**src/rtl/tx_port_mutex_arbiter.sv**
```systemverilog
// All-or-nothing port mutex arbiter: each switch engine requests a set of PHY-TX FIFOs and is
// granted the whole set at once, round-robin, with an aging override for wide requests.
module tx_port_mutex_arbiter #(
    parameter int NUM_REQ      = 4,
    parameter int NUM_PORT     = 4,
    parameter int STARVE_LIMIT = 64
) (
    input  logic                        clk,
    input  logic                        rst,
    input  logic [NUM_REQ*NUM_PORT-1:0] mutex_req,
    output logic [NUM_REQ*NUM_PORT-1:0] mutex_val,
    output logic [NUM_PORT-1:0]         port_busy,
    output logic [NUM_REQ-1:0]          starve,
    output logic [NUM_REQ-1:0]          proto_err,
    input  logic                        err_clr
);

    localparam int AGE_W = $clog2(STARVE_LIMIT) + 1;
    localparam int PTR_W = (NUM_REQ > 1) ? $clog2(NUM_REQ) : 1;
    localparam logic [AGE_W-1:0] AGE_MAX = '1;
    localparam logic [AGE_W-1:0] AGE_LIM = AGE_W'(STARVE_LIMIT - 1);
    localparam logic [PTR_W:0]   SCAN_WRAP = (PTR_W + 1)'(NUM_REQ);
    localparam logic [PTR_W-1:0] PTR_LAST = PTR_W'(NUM_REQ - 1);

    typedef enum logic [1:0] {
        ST_IDLE = 2'd0,
        ST_WAIT = 2'd1,
        ST_HOLD = 2'd2
    } req_state_e;

    // Handshake: an engine holds a non-zero mutex_req slice stable and owns those FIFOs exactly
    // while its mutex_val slice equals the request; dropping the request to zero releases them.
    req_state_e                  state_q [NUM_REQ];
    req_state_e                  state_d [NUM_REQ];
    logic [AGE_W-1:0]            age_q   [NUM_REQ];
    logic [AGE_W-1:0]            age_d   [NUM_REQ];
    logic [NUM_PORT-1:0]         req_a   [NUM_REQ];
    logic [NUM_REQ*NUM_PORT-1:0] val_q, val_d;
    logic [NUM_PORT-1:0]         busy_q, busy_d;
    logic [NUM_REQ-1:0]          starve_q, starve_d;
    logic [NUM_REQ-1:0]          err_q, err_d;
    logic [PTR_W-1:0]            rr_q, rr_d;

    logic [NUM_REQ-1:0]          elig, cand, gnt_oh, new_err;
    logic                        gnt_any, prio_any, starve_taken;
    logic [NUM_PORT-1:0]         prio_req;
    logic [PTR_W-1:0]            gnt_idx, scan_idx;
    logic [PTR_W:0]              scan;

    always_comb begin
        for (int r = 0; r < NUM_REQ; r++) begin
            req_a[r] = mutex_req[r*NUM_PORT +: NUM_PORT];
        end
    end

    // Grant selection: eligibility is judged against the registered busy map, so ports released
    // on this edge only become grantable on the next one.
    always_comb begin
        elig     = '0;
        cand     = '0;
        gnt_oh   = '0;
        gnt_any  = 1'b0;
        gnt_idx  = '0;
        prio_any = 1'b0;
        prio_req = '0;
        scan     = '0;
        scan_idx = '0;
        for (int r = 0; r < NUM_REQ; r++) begin
            elig[r] = (state_q[r] == ST_WAIT) && (req_a[r] != '0) && ((req_a[r] & busy_q) == '0);
            if (starve_q[r]) begin
                prio_any = 1'b1;
                prio_req = req_a[r];
            end
        end
        cand = elig;
        if (prio_any) begin
            if ((elig & starve_q) != '0) begin
                cand = elig & starve_q;
            end else begin
                for (int r = 0; r < NUM_REQ; r++) begin
                    if ((req_a[r] & prio_req) != '0) begin
                        cand[r] = 1'b0;
                    end
                end
            end
        end
        for (int i = 0; i < NUM_REQ; i++) begin
            scan = {1'b0, rr_q} + (PTR_W + 1)'(i);
            if (scan >= SCAN_WRAP) begin
                scan = scan - SCAN_WRAP;
            end
            scan_idx = scan[PTR_W-1:0];
            if (!gnt_any && cand[scan_idx]) begin
                gnt_any          = 1'b1;
                gnt_oh[scan_idx] = 1'b1;
                gnt_idx          = scan_idx;
            end
        end
        rr_d = rr_q;
        if (gnt_any) begin
            rr_d = (gnt_idx == PTR_LAST) ? '0 : gnt_idx + 1'b1;
        end
    end

    // Per-requester IDLE/WAIT/HOLD state machines plus aging and error tracking.
    always_comb begin
        val_d        = val_q;
        starve_d     = starve_q;
        new_err      = '0;
        starve_taken = 1'b0;
        for (int r = 0; r < NUM_REQ; r++) begin
            state_d[r] = state_q[r];
            age_d[r]   = age_q[r];
            case (state_q[r])
                ST_IDLE: begin
                    val_d[r*NUM_PORT +: NUM_PORT] = '0;
                    if (req_a[r] != '0) begin
                        state_d[r] = ST_WAIT;
                        age_d[r]   = '0;
                    end
                end
                ST_WAIT: begin
                    if (req_a[r] == '0) begin
                        state_d[r]  = ST_IDLE;
                        starve_d[r] = 1'b0;
                    end else if (gnt_oh[r]) begin
                        state_d[r]  = ST_HOLD;
                        starve_d[r] = 1'b0;
                        val_d[r*NUM_PORT +: NUM_PORT] = req_a[r];
                    end else if (age_q[r] != AGE_MAX) begin
                        age_d[r] = age_q[r] + 1'b1;
                    end
                end
                ST_HOLD: begin
                    if (req_a[r] == '0) begin
                        state_d[r] = ST_IDLE;
                        val_d[r*NUM_PORT +: NUM_PORT] = '0;
                    end else if (req_a[r] != val_q[r*NUM_PORT +: NUM_PORT]) begin
                        state_d[r] = ST_WAIT;
                        age_d[r]   = '0;
                        new_err[r] = 1'b1;
                        val_d[r*NUM_PORT +: NUM_PORT] = '0;
                    end
                end
                default: begin
                    state_d[r] = ST_IDLE;
                    val_d[r*NUM_PORT +: NUM_PORT] = '0;
                end
            endcase
            // Only one priority requester at a time; the lowest aged index claims it.
            if ((starve_q == '0) && !starve_taken && (state_q[r] == ST_WAIT) && (req_a[r] != '0)
                && !gnt_oh[r] && (age_q[r] >= AGE_LIM)) begin
                starve_d[r]  = 1'b1;
                starve_taken = 1'b1;
            end
        end
        busy_d = '0;
        for (int r = 0; r < NUM_REQ; r++) begin
            busy_d = busy_d | val_d[r*NUM_PORT +: NUM_PORT];
        end
        err_d = (err_q & ~{NUM_REQ{err_clr}}) | new_err;
    end

    always_ff @(posedge clk) begin
        if (rst) begin
            val_q    <= '0;
            busy_q   <= '0;
            starve_q <= '0;
            err_q    <= '0;
            rr_q     <= '0;
            for (int r = 0; r < NUM_REQ; r++) begin
                state_q[r] <= ST_IDLE;
                age_q[r]   <= '0;
            end
        end else begin
            val_q    <= val_d;
            busy_q   <= busy_d;
            starve_q <= starve_d;
            err_q    <= err_d;
            rr_q     <= rr_d;
            for (int r = 0; r < NUM_REQ; r++) begin
                state_q[r] <= state_d[r];
                age_q[r]   <= age_d[r];
            end
        end
    end

    assign mutex_val = val_q;
    assign port_busy = busy_q;
    assign starve    = starve_q;
    assign proto_err = err_q;

endmodule

```
**config.mk**
```make
export PLATFORM = sky130hd
export DESIGN_NAME = tx_port_mutex_arbiter
export DESIGN_NICKNAME = d
export VERILOG_FILES = /design/src/rtl/tx_port_mutex_arbiter.sv
export SDC_FILE = /design/constraint.sdc
export NUM_CORES = 1
export LEC_CHECK = 0
export CAP_MARGIN = 20
export CORE_ASPECT_RATIO = 0.6
export CORE_MARGIN = 3
export CORE_UTILIZATION = 50
export CTS_CLUSTER_DIAMETER = 40
export DETAILED_ROUTE_END_ITERATION = 7
export DONT_BUFFER_PORTS = 1
export SLEW_MARGIN = 15
export SYNTH_ARGS = -nofsm -noshare
export SYNTH_HDL_FRONTEND = slang
export SYNTH_SLANG_ARGS = --single-unit
```
**constraint.sdc**
```tcl
create_clock -name clk -period 10.35 [get_ports clk]
set_input_delay 1.5525 -clock clk [delete_from_list [all_inputs] [get_ports clk]]
set_output_delay 1.5525 -clock clk [all_outputs]
set_load 0.01 [all_outputs]
```
==> results.json, run 1 <==
{
  "vdd_drop_max_mv": 0.106,
  "share_comb_of_total_power": 0.472,
  "power.switching_uw": 550,
  "chipHeight_microns": 83.8,
  "nNetsFinal": 672,
  "max_freq_mhz": 179,
  "power.total_uw": 1240,
  "grt_first_pass_wirelength_microns": 24200,
  "vias": 5095,
  "synth_area_per_cell_sq_um": 7.86,
  "grt_pass1_vias": 4551,
  "yosysTopAreaCell": "dfxtp_1",
  "drc": 0,
  "cts_tree": "built",
  "ant_nets": 0,
  "diodes": 0,
  "worstMarginPinSlew_ns": 1.06,
  "synth_ff_type": "dfxtp_1",
  "avgViaCountPerCell": 6.70,
  "ys_top_cells_by_area": "dfxtp_1, ha_1, a21oi_1, nor2_1, nand2_1",
  "post-route-util": 0.571,
  "finalSetupViolCount": 0,
  "num_rows": 27,
  "numCtsBuffers": 9,
  "multiInputGateArea_sq_um": 3480,
  "insertion_delay_ns": 0.33,
  "portBuffers": 0,
  "core_region_area_sq_um": 9490,
  "ios": 47,
  "p_seq_frac": 0.262,
  "nFillCells": 889,
  "cp_max_fo": 12,
  "start_util": 0.532,
  "ctsResizeCount": 0,
  "max-slew-margin-rel": 0.273,
  "status": "complete, no violations",
  "synth_area_sq_um": 5050,
  "cts_hold_buf": 0,
  "gp_congestion": 1.02,
  "tns_ns": 0,
  "p_per_area_nw_per_um2": 229,
  "cts.clk_slew.worst_paths_ns": 0.06,
  "finClkSkew_ns": 0.00595,
  "netlist.area_leader.share": 0.262,
  "grt_max_degree": 50,
  "antenna_found_initial": 0,
  "worstSetupPathType": "primary input to flip-flop",
  "wl_per_cell_microns": 20.1,
  "synth_edf_count": 0,
  "finalHoldViolCount": 0,
  "ctsHtreeMaxLevel": 3,
  "report.final.slew_viol_count": 0,
  "ys_seq_area_frac": 0.262,
  "grt_overflow": 0,
  "ys_warn_count": 0,
  "p_int_uw": 694,
  "ys_types": 78,
  "root_buffer": "clkbuf_16",
  "timing.rr.end": "port_busy[3]",
  "area_growth_pct": 7.44,
  "ff2ff_path_depth": 13,
  "syn-instance-count": 642,
  "postCtsSetupRepairBufs": 0,
  "leakage_uw": 0.00209,
  "drive_above_1_share": 0.0840,
  "rrSetupSlack_ns": 5.53,
  "dpl.hpwl_microns": 11300,
  "critPathLaunchType": "primary input",
  "die_w_microns": 136,
  "p_sw_frac": 0.442,
  "cts_buffer_depth": 2,
  "clkPwrFrac": 0.266,
  "grt_setup_unrepaired": "no",
  "track_usage": 0.267,
  "synthArstFlopShare": 0,
  "post-route-period-util": 0.540,
  "crit_path_end_kind": "flip-flop",
  "worstPathRequired_ns": 10.51,
  "routed_wl_microns": 15300,
  "cts_sinks": 66,
  "regArea_sq_um": 1320,
  "syn_nets": 688,
  "crit_start": "mutex_req[1]",
  "regToRegStartpoint": "state_q[1][1]",
  "ys_ff_latch": 66,
  "whs_ns": 0.483,
  "hp-class": "flip-flop to flip-flop",
  "period_minus_slack_ns": 5.59,
  "dieArea_sq_um": 11400,
  "drtIter0Drc": 460,
  "dr.pass1.iters": 5,
  "worst_ep_arrival_time_ns": 5.75,
  "endpoint": "port_busy[3]",
  "maxCapViolations": 0
}
-- cells in the final DEF (no fill, tap or decap), drive strengths merged, types with 5 or more instances in the layout --
master / n
o31ai: 9
nand4: 9
and4: 5
o31a: 5
a211oi: 10
a21oi: 49
nor2b: 8
dfxtp: 66
nand3: 18
a31oi: 7
a32oi: 7
xor2: 17
mux2i: 6
o21ai: 31
inv: 32
a211o: 5
nor4: 13
or2: 8
and3: 20
clkbuf: 10
nand2: 53
nand2b: 10
a22oi: 10
ha: 27
and2: 7
o211ai: 16
or3: 7
nor2: 65
or4: 13
-- synth_stat cells (all sizes together), types with 4 or more instances --
library cell  count
inv              31
o31a              5
a21oi            49
ha               27
nor3              4
a31oi             7
xor2             17
or3b              4
nand3            18
o21a              4
a22oi            10
mux2i             6
and3b             4
a211oi           10
nand2b           10
or2               8
nor4             13
nand2            53
o21ai            31
o211ai           16
nor2b             8
dfxtp            66
a211o             5
buf               7
or3               7
o31ai             9
or4              13
nor2             65
a32oi             7
and3             20
and2              7
clkbuf           22
o22ai             4
o221ai            4
and4              5
nand4             9
-- area by class of cell --
cell class,count,share of cell area
multi-input combinational,515,0.643
sequential,66,0.244
clock buffer,10,0.0422
tap,130,0.0300
inverter,32,0.0222
clock inverter,6,0.0166
timing repair buffer,2,0.00277
-- registers in the layout (all words and copies together), names as in the netlist --
signal	cells
starve	4
state_q	8
age_q	28
mutex_val	16
port_busy	4
rr_q	2
proto_err	4
-- per-layer routing --
| layer | vias up | GRT usage | wire length [microns] |
|---|---|---|---|
| met2 | 261 | 0.346 | 5830 |
| met4 | 0 | 0.0686 | 210 |
| met1 | 2418 | 0.422 | 7760 |
| met3 | 20 | 0.0741 | 1510 |
| li1 | 2396 | - | - |
| met5 | - | 0 | 0 |
-- critical path, cell delays in order --
cell,delay [ns]
nor4_2,0.53
nor4b_1,0.23
or4_1,0.57
o41ai_1,0.55
a22oi_1,0.16
o211ai_1,0.50
a32oi_1,0.14
o221ai_2,0.46
nand2_1,0.15
a311oi_1,0.68
a41oi_1,0.22
-- worst min path at each step --
stage          depth (start not counted)   startpoint  slack (ns)          end
2_1_floorplan                          2  age_q[3][3]        0.44  age_q[3][3]
3_3_place_gp                           2  age_q[3][5]        0.46  age_q[3][5]
3_5_place_dp                           2  age_q[1][4]        0.47  age_q[1][4]
4_1_cts                                2  age_q[1][4]        0.48  age_q[1][4]
5_1_grt                                2  age_q[1][4]        0.50  age_q[1][4]
6_report                               2  age_q[1][4]        0.48  age_q[1][4]
-- cells by family (layout without fill, tap and decap cells) --
| kind of cell | count (synthesis) | count (layout) | share of synthesized area |
|---|---|---|---|
| AO/OA/AOI/OAI | 202 | 202 | 0.285 |
| XOR/XNOR | 17 | 17 | 0.0295 |
| adder cells (fa/ha/maj) | 27 | 27 | 0.0669 |
| buffers and inverters | 61 | 50 | 0.0479 |
| flip-flops | 66 | 66 | 0.262 |
| multiplexers | 9 | 9 | 0.0231 |
| AND/OR/NAND/NOR | 260 | 260 | 0.286 |
-- power groups by stage --
stage | sequential (uW) | combinational, uW | clock (uW)
6_report | 326 | 587 | 331
5_1_grt | 330 | 644 | 348
4_1_cts | 325 | 567 | 336
3_5_place_dp | 330 | 563 | 0
3_3_place_gp | 330 | 561 | 0
2_1_floorplan | 314 | 463 | 0
-- stage by stage --
stage	setup WS [ns]	cells	area (sq um)
5_1_grt	4.40	761	5420
6_report	4.76	761	5420
4_1_cts	4.94	761	5420
3_5_place_dp	4.63	745	5100
2_1_floorplan	5.16	642	5050
3_3_place_gp	4.72	745	5100
Note: power is estimated with default switching activity, not from simulation.
==> inputs of run 2 (changes only) <==
--- a/config.mk
+++ b/config.mk
@@ -12,6 +12,7 @@
 export CTS_CLUSTER_DIAMETER = 40
 export DETAILED_ROUTE_END_ITERATION = 7
 export DONT_BUFFER_PORTS = 1
+export PLACE_DENSITY = 0.68
 export SLEW_MARGIN = 15
 export SYNTH_ARGS = -nofsm -noshare
 export SYNTH_HDL_FRONTEND = slang
==> constraint.sdc (replaced) <==
create_clock -name clk -period 5.1 [get_ports clk]
set_input_delay 0.765 -clock clk [delete_from_list [all_inputs] [get_ports clk]]
set_output_delay 0.765 -clock clk [all_outputs]
set_load 0.01 [all_outputs]
==> run 2 against run 1 <==
Effect of this change: final area is 1.2% higher; core utilization is 0.67 points higher; worst setup slack worse by 4.4 ns; global-route usage is 0.23 points higher; largest power group unchanged; die area stayed put; non-clock buffer count is 15 higher; cell count is 1.8% higher; critical path type is now flip-flop to flip-flop; largest cell class unchanged; critical path depth is 3 higher.
==> results.json, run 2 (synthesized netlist as in run 1, its figures left out) <==
{
  "core_region_area_sq_um": 9490,
  "finClkSkew_ns": 0.00687,
  "dieArea_sq_um": 11400,
  "num_rows": 27,
  "crit_path_end_kind": "flip-flop",
  "chipHeight_microns": 83.8,
  "pre_cts_ws_ns": 0.372,
  "report.final.slew_viol_count": 0,
  "crit_buf_inv": 2,
  "hp-class": "flip-flop to flip-flop",
  "critPathLaunchType": "flip-flop",
  "grt_pass1_vias": 4585,
  "cts_buffer_depth": 2,
  "cts_tree": "built",
  "dpl.hpwl_microns": 11700,
  "slowest_delay_ns": 0.62,
  "grt_setup_unrepaired": "no",
  "finalSetupViolCount": 0,
  "cp.depth": 14,
  "wl_per_cell_microns": 19.7,
  "cts_sinks": 66,
  "ff2ff_path_depth": 14,
  "period_minus_slack_ns": 4.76,
  "worstPathRequired_ns": 5.36,
  "dr.pass1.iters": 5,
  "post-route-period-util": 0.934,
  "layout.cells.most_common": "dfxtp_1",
  "vias": 5008,
  "largest_register_ffs": 28,
  "post-route-util": 0.578,
  "ant_nets": 0,
  "grt_overflow": 0,
  "final_cell_mix": "dfxtp_1, nor2_1, nand2_1",
  "drive_above_1_share": 0.105,
  "slowest_stage": "nor4_1",
  "tns_ns": 0,
  "leakage_uw": 0.00214,
  "area_growth_pct": 8.70,
  "status": "complete, no violations",
  "crit_family": "simple AND/OR/NAND/NOR gates",
  "track_usage": 0.269,
  "ios": 47,
  "antenna_found_initial": 0,
  "postCtsSetupRepairBufs": 0,
  "cp_max_fo": 14,
  "worst_ep_arrival_time_ns": 5.02,
  "finalWorstSetupSlack_ns": 0.339,
  "whs_ns": 0.477,
  "avgViaCountPerCell": 6.46,
  "diodes": 0,
  "vdd_drop_max_mv": 0.236,
  "maxCapViolations": 0,
  "portBuffers": 0,
  "p_per_area_nw_per_um2": 446,
  "nNetsFinal": 687,
  "drc": 0,
  "fin_cells": 775,
  "cts_hold_buf": 0,
  "drtIter0Drc": 464,
  "max-slew-margin-rel": 0.510,
  "grt_first_pass_wirelength_microns": 24400,
  "dp.cells": 760,
  "root_buffer": "clkbuf_16",
  "grt_max_degree": 50,
  "worstSetupPathType": "flip-flop to flip-flop",
  "hold_path_depth": 2,
  "top_register": "age_q",
  "insertion_delay_ns": 0.33,
  "path_cells": "inv_1 > ha_1 > a21bo_2 > nor4_1 > nor4_1 > a21oi_1 > nor2b_1 > mux4_2 > a32oi_1 > o221ai_2 > buf_4 > o31a_1 > or4_1 > a21oi_1",
  "routed_wl_microns": 15300,
  "max_freq_mhz": 210,
  "cts.clk_slew.worst_paths_ns": 0.06,
  "ctsHtreeMaxLevel": 3,
  "finalHoldViolCount": 0,
  "die_w_microns": 136,
  "worstMarginPinSlew_ns": 0.729,
  "ctsResizeCount": 0,
  "start_util": 0.532,
  "gp_congestion": 0.953,
  "numCtsBuffers": 9
}
-- run 2: tightest hold or removal path: stages (launching register included) --
cell     delay, ns
dfxtp_1       0.31
o31ai_1       0.06
a21oi_1       0.06
-- run 2: metrics by stage --
step                total power, uW  instance area [sq um]
floorplan                      1580                   5050
global placement               1820                   5220
detailed placement             1850                   5220
CTS                            2430                   5490
global route                   2630                   5490
finish                         2450                   5490
-- run 2: per-layer routing --
layer | up-vias | GRT usage | share of wire
met5 | - | 0 | 0
met3 | 17 | 0.106 | 0.11
met4 | 0 | 0.0659 | 0.0099
met1 | 2356 | 0.380 | 0.47
li1 | 2421 | - | -
met2 | 214 | 0.383 | 0.41
-- run 2: final timing paths --
check                endpoint  slack, ns           from
hold / removal    age_q[3][5]       0.48    age_q[3][5]
setup / recovery  age_q[1][3]       0.34  state_q[1][1]
hold reg to reg   age_q[3][5]       0.48    age_q[3][5]
setup reg to reg  age_q[1][3]       0.34  state_q[1][1]
-- run 2: area by class of cell --
cell class | count | area, sq um
Timing Repair Buffer | 17 | 128
Fill cell | 884 | 4010
Clock buffer | 10 | 239
Tap cell | 130 | 163
Clock inverter | 5 | 31.3
Inverter | 32 | 120
Sequential cell | 66 | 1320
Multi-Input combinational cell | 515 | 3480
-- run 2: where the power goes --
| group | switching (uW) | internal [uW] |
|---|---|---|
| Clock | 233 | 337 |
| Combinational | 771 | 442 |
| Sequential | 90.8 | 572 |
